===== src/rtl/pipelined_alu_unit_if.sv =====
// Issue/result bundle for pipelined_alu_unit: operation offer, result hand-off
// and write strobes.
interface pipelined_alu_unit_if #(
  parameter int DATA_W          = 32,
  parameter int ADDR_W          = 32,
  parameter int TAG_W           = 6,
  parameter int STAGES          = 2,
  parameter int ALU_OP_WIDTH    = 4,
  parameter int SRC_A_SEL_WIDTH = 2,
  parameter int SRC_B_SEL_WIDTH = 2
);
  logic                          issue_i;
  logic                          ready_o;
  logic [ALU_OP_WIDTH-1:0]       alu_op_i;
  logic [DATA_W-1:0]             src1_i;
  logic [DATA_W-1:0]             src2_i;
  logic [ADDR_W-1:0]             pc_i;
  logic [DATA_W-1:0]             imm_i;
  logic [SRC_A_SEL_WIDTH-1:0]    src_a_select_i;
  logic [SRC_B_SEL_WIDTH-1:0]    src_b_select_i;
  logic                          if_write_rrf_i;
  logic [TAG_W-1:0]              tag_i;
  logic                          flush_i;
  logic                          accept_i;
  logic                          valid_o;
  logic [DATA_W-1:0]             result_o;
  logic [TAG_W-1:0]              tag_o;
  logic                          rob_we_o;
  logic                          rrf_we_o;
  logic [$clog2(STAGES+1)-1:0]   inflight_o;

  modport slave (
    input  issue_i, alu_op_i, src1_i, src2_i, pc_i, imm_i,
           src_a_select_i, src_b_select_i, if_write_rrf_i, tag_i,
           flush_i, accept_i,
    output ready_o, valid_o, result_o, tag_o, rob_we_o, rrf_we_o, inflight_o
  );

  modport master (
    output issue_i, alu_op_i, src1_i, src2_i, pc_i, imm_i,
           src_a_select_i, src_b_select_i, if_write_rrf_i, tag_i,
           flush_i, accept_i,
    input  ready_o, valid_o, result_o, tag_o, rob_we_o, rrf_we_o, inflight_o
  );
endinterface


===== src/rtl/pipelined_alu_unit.sv =====
// Integer ALU computed at issue, then carried through STAGES lock-step register
// stages; the whole pipe stalls while the head result is not accepted.
module pipelined_alu_unit #(
  parameter int DATA_W = 32,
  parameter int ADDR_W = 32,
  parameter int TAG_W  = 6,
  parameter int STAGES = 2
) (
  input logic               clk_i,
  input logic               reset_n_i,
  pipelined_alu_unit_if.slave bus
);
  localparam int SH_W  = $clog2(DATA_W);
  localparam int CNT_W = $clog2(STAGES + 1);
  localparam int LAST  = STAGES - 1;

  typedef enum logic [3:0] {
    ALU_ADD  = 4'd0,
    ALU_SLL  = 4'd1,
    ALU_SLT  = 4'd2,
    ALU_SLTU = 4'd3,
    ALU_XOR  = 4'd4,
    ALU_SRL  = 4'd5,
    ALU_SRA  = 4'd6,
    ALU_OR   = 4'd7,
    ALU_AND  = 4'd8,
    ALU_SUB  = 4'd9
  } alu_op_e;

  typedef enum logic [1:0] {
    SRC_A_RS1  = 2'd0,
    SRC_A_PC   = 2'd1,
    SRC_A_ZERO = 2'd2
  } src_a_e;

  typedef enum logic [1:0] {
    SRC_B_RS2  = 2'd0,
    SRC_B_IMM  = 2'd1,
    SRC_B_FOUR = 2'd2
  } src_b_e;

  logic [DATA_W-1:0] opnd_a, opnd_b, alu_res;
  logic [SH_W-1:0]   shamt;

  logic [STAGES-1:0] valid_q;
  logic [STAGES-1:0] wr_q;
  logic [DATA_W-1:0] res_q [STAGES];
  logic [TAG_W-1:0]  tag_q [STAGES];
  logic              stall;
  logic [CNT_W-1:0]  count;

  always_comb begin
    opnd_a = '0;
    case (bus.src_a_select_i)
      SRC_A_RS1:  opnd_a = bus.src1_i;
      SRC_A_PC:   opnd_a = DATA_W'(bus.pc_i);
      SRC_A_ZERO: opnd_a = '0;
      default:    opnd_a = '0;
    endcase
    opnd_b = '0;
    case (bus.src_b_select_i)
      SRC_B_RS2:  opnd_b = bus.src2_i;
      SRC_B_IMM:  opnd_b = bus.imm_i;
      SRC_B_FOUR: opnd_b = DATA_W'(4);
      default:    opnd_b = '0;
    endcase
  end

  always_comb begin
    shamt   = opnd_b[SH_W-1:0];
    alu_res = '0;
    case (bus.alu_op_i)
      ALU_ADD:  alu_res = opnd_a + opnd_b;
      ALU_SUB:  alu_res = opnd_a - opnd_b;
      ALU_SLL:  alu_res = opnd_a << shamt;
      ALU_SLT:  alu_res = DATA_W'($signed(opnd_a) < $signed(opnd_b));
      ALU_SLTU: alu_res = DATA_W'(opnd_a < opnd_b);
      ALU_XOR:  alu_res = opnd_a ^ opnd_b;
      ALU_SRL:  alu_res = opnd_a >> shamt;
      ALU_SRA:  alu_res = $unsigned($signed(opnd_a) >>> shamt);
      ALU_OR:   alu_res = opnd_a | opnd_b;
      ALU_AND:  alu_res = opnd_a & opnd_b;
      default:  alu_res = '0;
    endcase
  end

  assign stall = valid_q[LAST] && !bus.accept_i;

  // Flush outranks stall and accept; stages advance together so bubbles stay put.
  always_ff @(posedge clk_i or negedge reset_n_i) begin
    if (!reset_n_i) begin
      valid_q <= '0;
      wr_q    <= '0;
      for (int unsigned i = 0; i < STAGES; i++) begin
        res_q[i] <= '0;
        tag_q[i] <= '0;
      end
    end else if (bus.flush_i) begin
      valid_q <= '0;
    end else if (!stall) begin
      valid_q[0] <= bus.issue_i;
      wr_q[0]    <= bus.if_write_rrf_i;
      res_q[0]   <= alu_res;
      tag_q[0]   <= bus.tag_i;
      for (int unsigned i = 1; i < STAGES; i++) begin
        valid_q[i] <= valid_q[i-1];
        wr_q[i]    <= wr_q[i-1];
        res_q[i]   <= res_q[i-1];
        tag_q[i]   <= tag_q[i-1];
      end
    end
  end

  always_comb begin
    count = '0;
    for (int unsigned i = 0; i < STAGES; i++)
      count = count + CNT_W'(valid_q[i]);
  end

  assign bus.ready_o    = !stall;
  assign bus.valid_o    = valid_q[LAST];
  assign bus.result_o   = res_q[LAST];
  assign bus.tag_o      = tag_q[LAST];
  assign bus.rob_we_o   = valid_q[LAST] && bus.accept_i;
  assign bus.rrf_we_o   = valid_q[LAST] && bus.accept_i && wr_q[LAST];
  assign bus.inflight_o = count;
endmodule

===== src/flat_wrapper.sv =====
// flat-port wrapper written by rule: the top's interface ports become plain ports
module pipelined_alu_unit_flat 
#(
  parameter int DATA_W = 32,
  parameter int ADDR_W = 32,
  parameter int TAG_W  = 6,
  parameter int STAGES = 2
)
  (clk_i, reset_n_i, bus_issue_i, bus_alu_op_i, bus_src1_i, bus_src2_i, bus_pc_i, bus_imm_i, bus_src_a_select_i, bus_src_b_select_i, bus_if_write_rrf_i, bus_tag_i, bus_flush_i, bus_accept_i, bus_ready_o, bus_valid_o, bus_result_o, bus_tag_o, bus_rob_we_o, bus_rrf_we_o, bus_inflight_o);
  pipelined_alu_unit_if #(.DATA_W(DATA_W), .ADDR_W(ADDR_W), .TAG_W(TAG_W), .STAGES(STAGES)) bus_i ();
  input logic clk_i;
  input logic reset_n_i;
  input wire logic [$bits(bus_i.issue_i)-1:0] bus_issue_i;
  input wire logic [$bits(bus_i.alu_op_i)-1:0] bus_alu_op_i;
  input wire logic [$bits(bus_i.src1_i)-1:0] bus_src1_i;
  input wire logic [$bits(bus_i.src2_i)-1:0] bus_src2_i;
  input wire logic [$bits(bus_i.pc_i)-1:0] bus_pc_i;
  input wire logic [$bits(bus_i.imm_i)-1:0] bus_imm_i;
  input wire logic [$bits(bus_i.src_a_select_i)-1:0] bus_src_a_select_i;
  input wire logic [$bits(bus_i.src_b_select_i)-1:0] bus_src_b_select_i;
  input wire logic [$bits(bus_i.if_write_rrf_i)-1:0] bus_if_write_rrf_i;
  input wire logic [$bits(bus_i.tag_i)-1:0] bus_tag_i;
  input wire logic [$bits(bus_i.flush_i)-1:0] bus_flush_i;
  input wire logic [$bits(bus_i.accept_i)-1:0] bus_accept_i;
  output wire logic [$bits(bus_i.ready_o)-1:0] bus_ready_o;
  output wire logic [$bits(bus_i.valid_o)-1:0] bus_valid_o;
  output wire logic [$bits(bus_i.result_o)-1:0] bus_result_o;
  output wire logic [$bits(bus_i.tag_o)-1:0] bus_tag_o;
  output wire logic [$bits(bus_i.rob_we_o)-1:0] bus_rob_we_o;
  output wire logic [$bits(bus_i.rrf_we_o)-1:0] bus_rrf_we_o;
  output wire logic [$bits(bus_i.inflight_o)-1:0] bus_inflight_o;
  assign bus_i.issue_i = bus_issue_i;
  assign bus_i.alu_op_i = bus_alu_op_i;
  assign bus_i.src1_i = bus_src1_i;
  assign bus_i.src2_i = bus_src2_i;
  assign bus_i.pc_i = bus_pc_i;
  assign bus_i.imm_i = bus_imm_i;
  assign bus_i.src_a_select_i = bus_src_a_select_i;
  assign bus_i.src_b_select_i = bus_src_b_select_i;
  assign bus_i.if_write_rrf_i = bus_if_write_rrf_i;
  assign bus_i.tag_i = bus_tag_i;
  assign bus_i.flush_i = bus_flush_i;
  assign bus_i.accept_i = bus_accept_i;
  assign bus_ready_o = bus_i.ready_o;
  assign bus_valid_o = bus_i.valid_o;
  assign bus_result_o = bus_i.result_o;
  assign bus_tag_o = bus_i.tag_o;
  assign bus_rob_we_o = bus_i.rob_we_o;
  assign bus_rrf_we_o = bus_i.rrf_we_o;
  assign bus_inflight_o = bus_i.inflight_o;
  pipelined_alu_unit #(.DATA_W(DATA_W), .ADDR_W(ADDR_W), .TAG_W(TAG_W), .STAGES(STAGES)) u_core (.clk_i(clk_i), .reset_n_i(reset_n_i), .bus(bus_i));
endmodule

===== config.mk =====
export PLATFORM = sky130hd
export DESIGN_NAME = pipelined_alu_unit_flat
export DESIGN_NICKNAME = d
export VERILOG_FILES = /design/src/rtl/pipelined_alu_unit_if.sv /design/src/rtl/pipelined_alu_unit.sv /design/src/flat_wrapper.sv
export SDC_FILE = /design/constraint.sdc
export NUM_CORES = 1
export LEC_CHECK = 0
export CELL_PAD_IN_SITES_DETAIL_PLACEMENT = 0
export CELL_PAD_IN_SITES_GLOBAL_PLACEMENT = 2
export CORE_MARGIN = 8
export CORE_UTILIZATION = 32
export DETAILED_ROUTE_END_ITERATION = 10
export PLACE_DENSITY = 0.88
export SLEW_MARGIN = 20
export SYNTH_ARGS = -nofsm -noshare
export SYNTH_HDL_FRONTEND = slang
export SYNTH_SLANG_ARGS = --single-unit

===== constraint.sdc =====
create_clock -name clk_i -period 2.78 [get_ports clk_i]
set_input_delay 0.834 -clock clk_i [delete_from_list [all_inputs] [get_ports clk_i]]
set_output_delay 0.834 -clock clk_i [all_outputs]
set_load 0.02 [all_outputs]

Yosys cells after proc, flatten, opt, wreduce, memory -nomap -nowiden
Cells that the tools add are included.
- $add $sub $neg: 3
- multiply operators: 0
- div/mod/pow operators: 0
- $lt $le $gt $ge: 2
- equal/unequal tests: 13
- shifts and indexed selects: 3
- muxes and demuxes: 5
- bitwise operators: 5
- reduce and logical (&&, ||, !) cells: 9
- operators with widths (operator ; count):
    32-bit one-hot mux with 10 select lines ; 1
    32-bit one-hot mux with 3 select lines ; 1
    32-bit < comparator ; 2
    32-bit one-hot mux with 2 select lines ; 1
    32-bit adder ; 1
    32-bit AND ; 1
    32-bit bitwise OR ; 1
    32-bit by 5-bit << shifter with 32-bit output ; 1
    32-bit by 5-bit >> shifter with 32-bit output ; 1
    32-bit by 5-bit >>> shifter with 32-bit output ; 1
    32-bit subtractor ; 1
    32-bit bitwise XOR ; 1
    4-bit by 3-bit == test with 1-bit output (second input constant) ; 4
    4-bit by 2-bit == test with 1-bit output (second input constant) ; 2
    4-bit == test (second input constant) ; 2
    2-bit by 1-bit == test with 1-bit output (second input constant) ; 2
    4-bit by 1-bit == test with 1-bit output (second input constant) ; 1
    2-bit logical NOT ; 2
    4-bit logical NOT ; 1
    2-bit two-way mux ; 2
    1-bit logical AND ; 3
    1-bit by 1-bit adder with 2-bit output ; 1
    2-bit == test (second input constant) ; 1
    1-bit logical NOT ; 2
    3 further kinds ; 4
- register bits after elaboration: 80
- bits in latches: 0
- bits in writable memories: 0
- ROM bits: 0
- memories: 0

Depth between registers and ports, before layout
- depth after elaboration: 4
- depth in mapped cells: 18

Least setup slack after synthesis
OpenSTA, ideal clock, no wires.
- path kind: input to register
- start: input port bus_src_b_select_i[0]
- end: register u_core.res_q[32] (netlist bit)
- library setup time: 0.065 ns
- arrival time: 4.713 ns
- data required time: 2.715 ns
- setup slack: -1.998 ns
- stages on the path: 17
- buffers on the path: 4
- cell sequence: buf_2 -> buf_2 -> buf_1 -> mux2i_1 -> or2_2 -> ha_1 -> buf_6 -> a21oi_2 -> o21ai_1 -> a311o_1 -> a211oi_2 -> o21ai_2 -> a221o_1 -> a2111oi_2 -> a21oi_1 -> nor4_1 -> a211o_1
- longest elaborated chain between the ends: 4
- elaborated cells on any way between the ends: 15
- those cells by class: add/sub: 2; order compare: 2; eq/ne: 2; shift: 3; mux: 2; bitwise: 3; reduce/logical: 1
- ends and longest elaborated chain (what ; line ; text):
    start, declared ; flat_wrapper.sv:20 ; input wire logic [$bits(bus_i.src_b_select_i)-1:0] bus_src_b_select_i;
    2-bit == test (tied with other cells) ; pipelined_alu_unit.sv:61 ; case (bus.src_b_select_i)
    32-bit one-hot mux with 3 select lines * ; pipelined_alu_unit.sv:61 ;
    32-bit subtractor (tied with other cells) ; pipelined_alu_unit.sv:74 ; ALU_SUB: alu_res = opnd_a - opnd_b;
    32-bit one-hot mux with 10 select lines * ; pipelined_alu_unit.sv:72 ; case (bus.alu_op_i)
    end signal, assigned by index ; pipelined_alu_unit.sv:108 ; res_q[i] <= res_q[i-1];
    end, declared ; pipelined_alu_unit.sv:47 ; logic [DATA_W-1:0] res_q [STAGES];
Every way passes the cells marked *; elsewhere a longest branch is shown, timed or not.
A chain may end at the register's enable or synchronous reset.

Worst setup path after layout
- start: input port bus_src_b_select_i[0]
- end: register u_core.res_q[58] (netlist bit)
- longest elaborated chain between the ends: 4
- elaborated cells on any way between the ends: 13
- those cells by class: add/sub: 2; eq/ne: 2; shift: 3; mux: 2; bitwise: 3; reduce/logical: 1
- ends and longest elaborated chain (what ; line):
    2-bit == test (tied with other cells) ; pipelined_alu_unit.sv:61
    32-bit one-hot mux with 3 select lines * ; pipelined_alu_unit.sv:61
    32-bit subtractor (tied with other cells) ; pipelined_alu_unit.sv:74
    32-bit one-hot mux with 10 select lines * ; pipelined_alu_unit.sv:72
Marked as above.

==> flow_metrics.tcl <==
set metrics [dict create \
    rsz0062_at_grt "yes" \
    grt_pass1_wl_mm 102 \
    cpMostUsedCell "buf_12" \
    synth_top_cell_area_share_pct 15.8 \
    power_density_nw_per_um2 341 \
    syn-instance-count 1800 \
    firstDrtPassIters 6 \
    worst_slack_ns -1.09 \
    syn_avg_cell_area_um2 7.05 \
    h-tree-depth 3 \
    crit_type "in2reg" \
    maxCapViolCount 0 \
    violations "setup timing" \
    synth_adder_area_share_pct 9.98 \
    async_flop_share_pct 100 \
    syn-cell-area_um2 12700 \
    worst_pin_slew_ns 0.717 \
    clockRootBuffer "clkbuf_16" \
    ys_ff_latch 80 \
    num_rows 73 \
    final_layout_size_suffix_gt1_share_pct 36.7 \
    design_area_um2 21500 \
    syn_nets 2048 \
    timing.hold.ws_ns 0.457 \
    fillers 3650 \
    setup_viol 32 \
    fin_skew_ns 0.0154 \
    yosys-top-cells-area "dfrtp_1, mux2i_1, ha_1, nand2_1, nor2_1" \
    clk_latency_ns 0.36 \
    min_path_type "reg2reg" \
    cts_buffers 9 \
    setup.worst_path.start_class "primary input" \
    routabilityCongestion 1.15 \
    place_area_um2 18700 \
    synth_compound_area_share_pct 26.5 \
    grt_pass1_vias 16829 \
    slew-limit-headroom_pct 51.7 \
    final_nets 2673 \
    cp-end-kind "flop" \
    cts_tree "yes" \
    synthToLayoutAreaGrowth_pct 69.2 \
    synthSimpleGateAreaFrac_pct 21.4 \
    synth_edf_count 0 \
    drv_slew 0 \
    design.core.area_um2 39500 \
    die_w_um 215 \
    drt.antenna.violating_nets 0 \
    cts.sinks 80 \
    arrival_ns 4.15 \
    clkTransAtPathRegs_ns 0.07 \
    io_pins 192 \
    drtIter0Drc 2256 \
    synth_top_family_by_area "compound AO/OA/AOI/OAI gates" \
    power_leakage_nw 9.86 \
    hold_depth 2 \
    synthDistinctLibCells 79 \
    ys_top_cells_by_count "nand2_1, mux2i_1, nor2_1" \
    cp_max_fo 8 \
    grt_antenna_before_repair 1 \
    grt-ovfl-total 0 \
    vias 17176 \
    ys_warn_count 0 \
    yosysMostFrequentCell "nand2_1" \
    min_to "u_core.bus.result_o[30]$_DFFE_PN0P_" \
    muxShareOfSynthArea_pct 16.1 \
    die_area_um2 46300 \
    r2r_end "u_core.res_q[53]$_DFFE_PN0P_" \
    port_buffers 191 \
    grt_use_total_pct 28.2 \
    hpwl_mm 53.1 \
    finalCritPeriodShare_pct 139 \
    synth_xor_area_share_pct 1.10 \
    status "finished with violations" \
    min_from "u_core.res_q[62]$_DFFE_PN0P_" \
    cp_slowest_cell "or4_4" \
    routedWlPerCell_um 23.7 \
    initial_utilization_pct 32.1 \
    finalWirelength_mm 70.0 \
    hold_viol 0 \
    viasPerCell 5.81 \
    cts_buffer_depth 2 \
    crit_path_cell_trace "buf_12 -> buf_12 -> buf_12 -> mux2i_1 -> or2_4 -> ha_4 -> or4_4 -> a21oi_4 -> o2111ai_4 -> a311oi_4 -> o2111ai_4 -> o2bb2ai_2 -> or2_0 -> a32o_1 -> a22oi_1" \
    synth.largest_area_cell "dfrtp_1" \
    post-route-drc-count 0 \
    slowest_delay_ns 0.56 \
    ff2ff_setup_slack_ns -0.09 \
    utilization_pct 54.4 \
    grt_max_degree 56 \
    crit_required_ns 3.06 \
    post-place-ws_ns -2.02 \
    r2r_cells 11 \
    synth_ff_type "dfrtp_1" \
    ys_seq_area_share_pct 15.8 \
    fmax_mhz 258 \
    min_period_ns 3.87 \
    die_y_um 215 \
    r2r-start "u_core.valid_q[1]$_DFFE_PN0P_" \
    ir_drop_mv 0.249 \
]
state kept, by name, indices dropped and copies added (netlist names):
register	cells
u_core.bus.result_o	32
u_core.bus.tag_o	6
u_core.res_q	32
u_core.tag_q	6
u_core.valid_q	2
u_core.wr_q	2
cell usage in the layout (no fill, tap or decap), drive strengths merged, types with 10 or more instances in the layout:
master	n
buf	585
nand2	304
mux2i	197
nor2	181
clkdlybuf4s50	166
a21oi	127
o21ai	114
inv	99
ha	98
dfrtp	80
o221ai	37
or2	35
nor3	29
nand3	26
a211oi	24
a221oi	24
a31oi	20
o211ai	18
dlygate4sd2	16
a22oi	14
o22ai	14
xnor2	13
a221o	11
clkbuf	11
o21bai	11
nor4	11
nand2b	10
stage by stage:
step | total power [mW] | std cells | TNS [ns]
global route | 7.63 | 2956 | -29.13
floorplan | 3.40 | 1800 | -26.81
detailed placement | 5.29 | 2863 | -57.10
finish | 7.32 | 2956 | -25.91
global placement | 5.24 | 2863 | -55.22
CTS | 7.06 | 2940 | -23.32
timing repair:
item,in CTS,in global routing
endpoints found under the setup margin,35,33
gates resized for setup,339,87
gates cloned,6,1
setup buffers,60,22
pin swaps,119,107
hold buffers,0,0
where the power goes:
part	switching [mW]	internal, mW	total (mW)
combinational	2.49	2.19	4.69
sequential	0.112	1.30	1.41
clock	0.582	0.643	1.22
layout make-up:
cell class | instances | area, µm² | share of cell area (%)
inverters | 101 | 395 | 1.84
clock buffers | 10 | 239 | 1.11
well taps | 525 | 657 | 3.06
flip-flops and latches | 80 | 2000 | 9.33
clock inverters | 6 | 51.3 | 0.239
repair buffers | 773 | 6910 | 32.2
diodes | 1 | 2.50 | 0.0117
multi-input cells | 1460 | 11200 | 52.2
logic make-up (layout without fill, tap and decap cells):
family	count (synthesis)	in the layout
and+or+nand+nor	637	637
muxes	203	203
buffers and inverters	260	890
AOI/OAI and AO/OA	504	504
adders and majority gates	100	100
DFF	80	80
xor gates and xnor gates	16	16
other	0	1
worst max-delay path, delay by kind of cell:
kind,cells,cell delay [ns]
AOI/OAI and AO/OA,7,1.50
and+or+nand+nor,3,1.03
buffers and inverters,3,0.40
adders and majority gates,1,0.22
muxes,1,0.13
worst max-delay path by stage:
stage / from / endpoint / slack, ns / depth (start not counted)
floorplan: bus_src_b_select_i[0] / u_core.res_q[32]$_DFFE_PN0P_ / -1.34 / 18
global placement: bus_src_b_select_i[1] / u_core.res_q[61]$_DFFE_PN0P_ / -1.96 / 16
detailed placement: bus_src_b_select_i[1] / u_core.res_q[61]$_DFFE_PN0P_ / -2.02 / 16
CTS: bus_src_b_select_i[0] / u_core.res_q[58]$_DFFE_PN0P_ / -1.14 / 15
global route: bus_src_b_select_i[0] / u_core.res_q[32]$_DFFE_PN0P_ / -1.23 / 17
finish: bus_src_b_select_i[0] / u_core.res_q[58]$_DFFE_PN0P_ / -1.09 / 15
metal layers:
| metal | up-vias | wire (µm) | GRT usage, % |
|---|---|---|---|
| li1 | 7674 | - | - |
| met1 | 8086 | 26700 | 34.6 |
| met2 | 1124 | 30400 | 43.8 |
| met3 | 292 | 7150 | 6.26 |
| met4 | 0 | 5740 | 19.1 |
| met5 | - | 0 | 0 |
No activity file was read; power rests on OpenSTA's default activity.
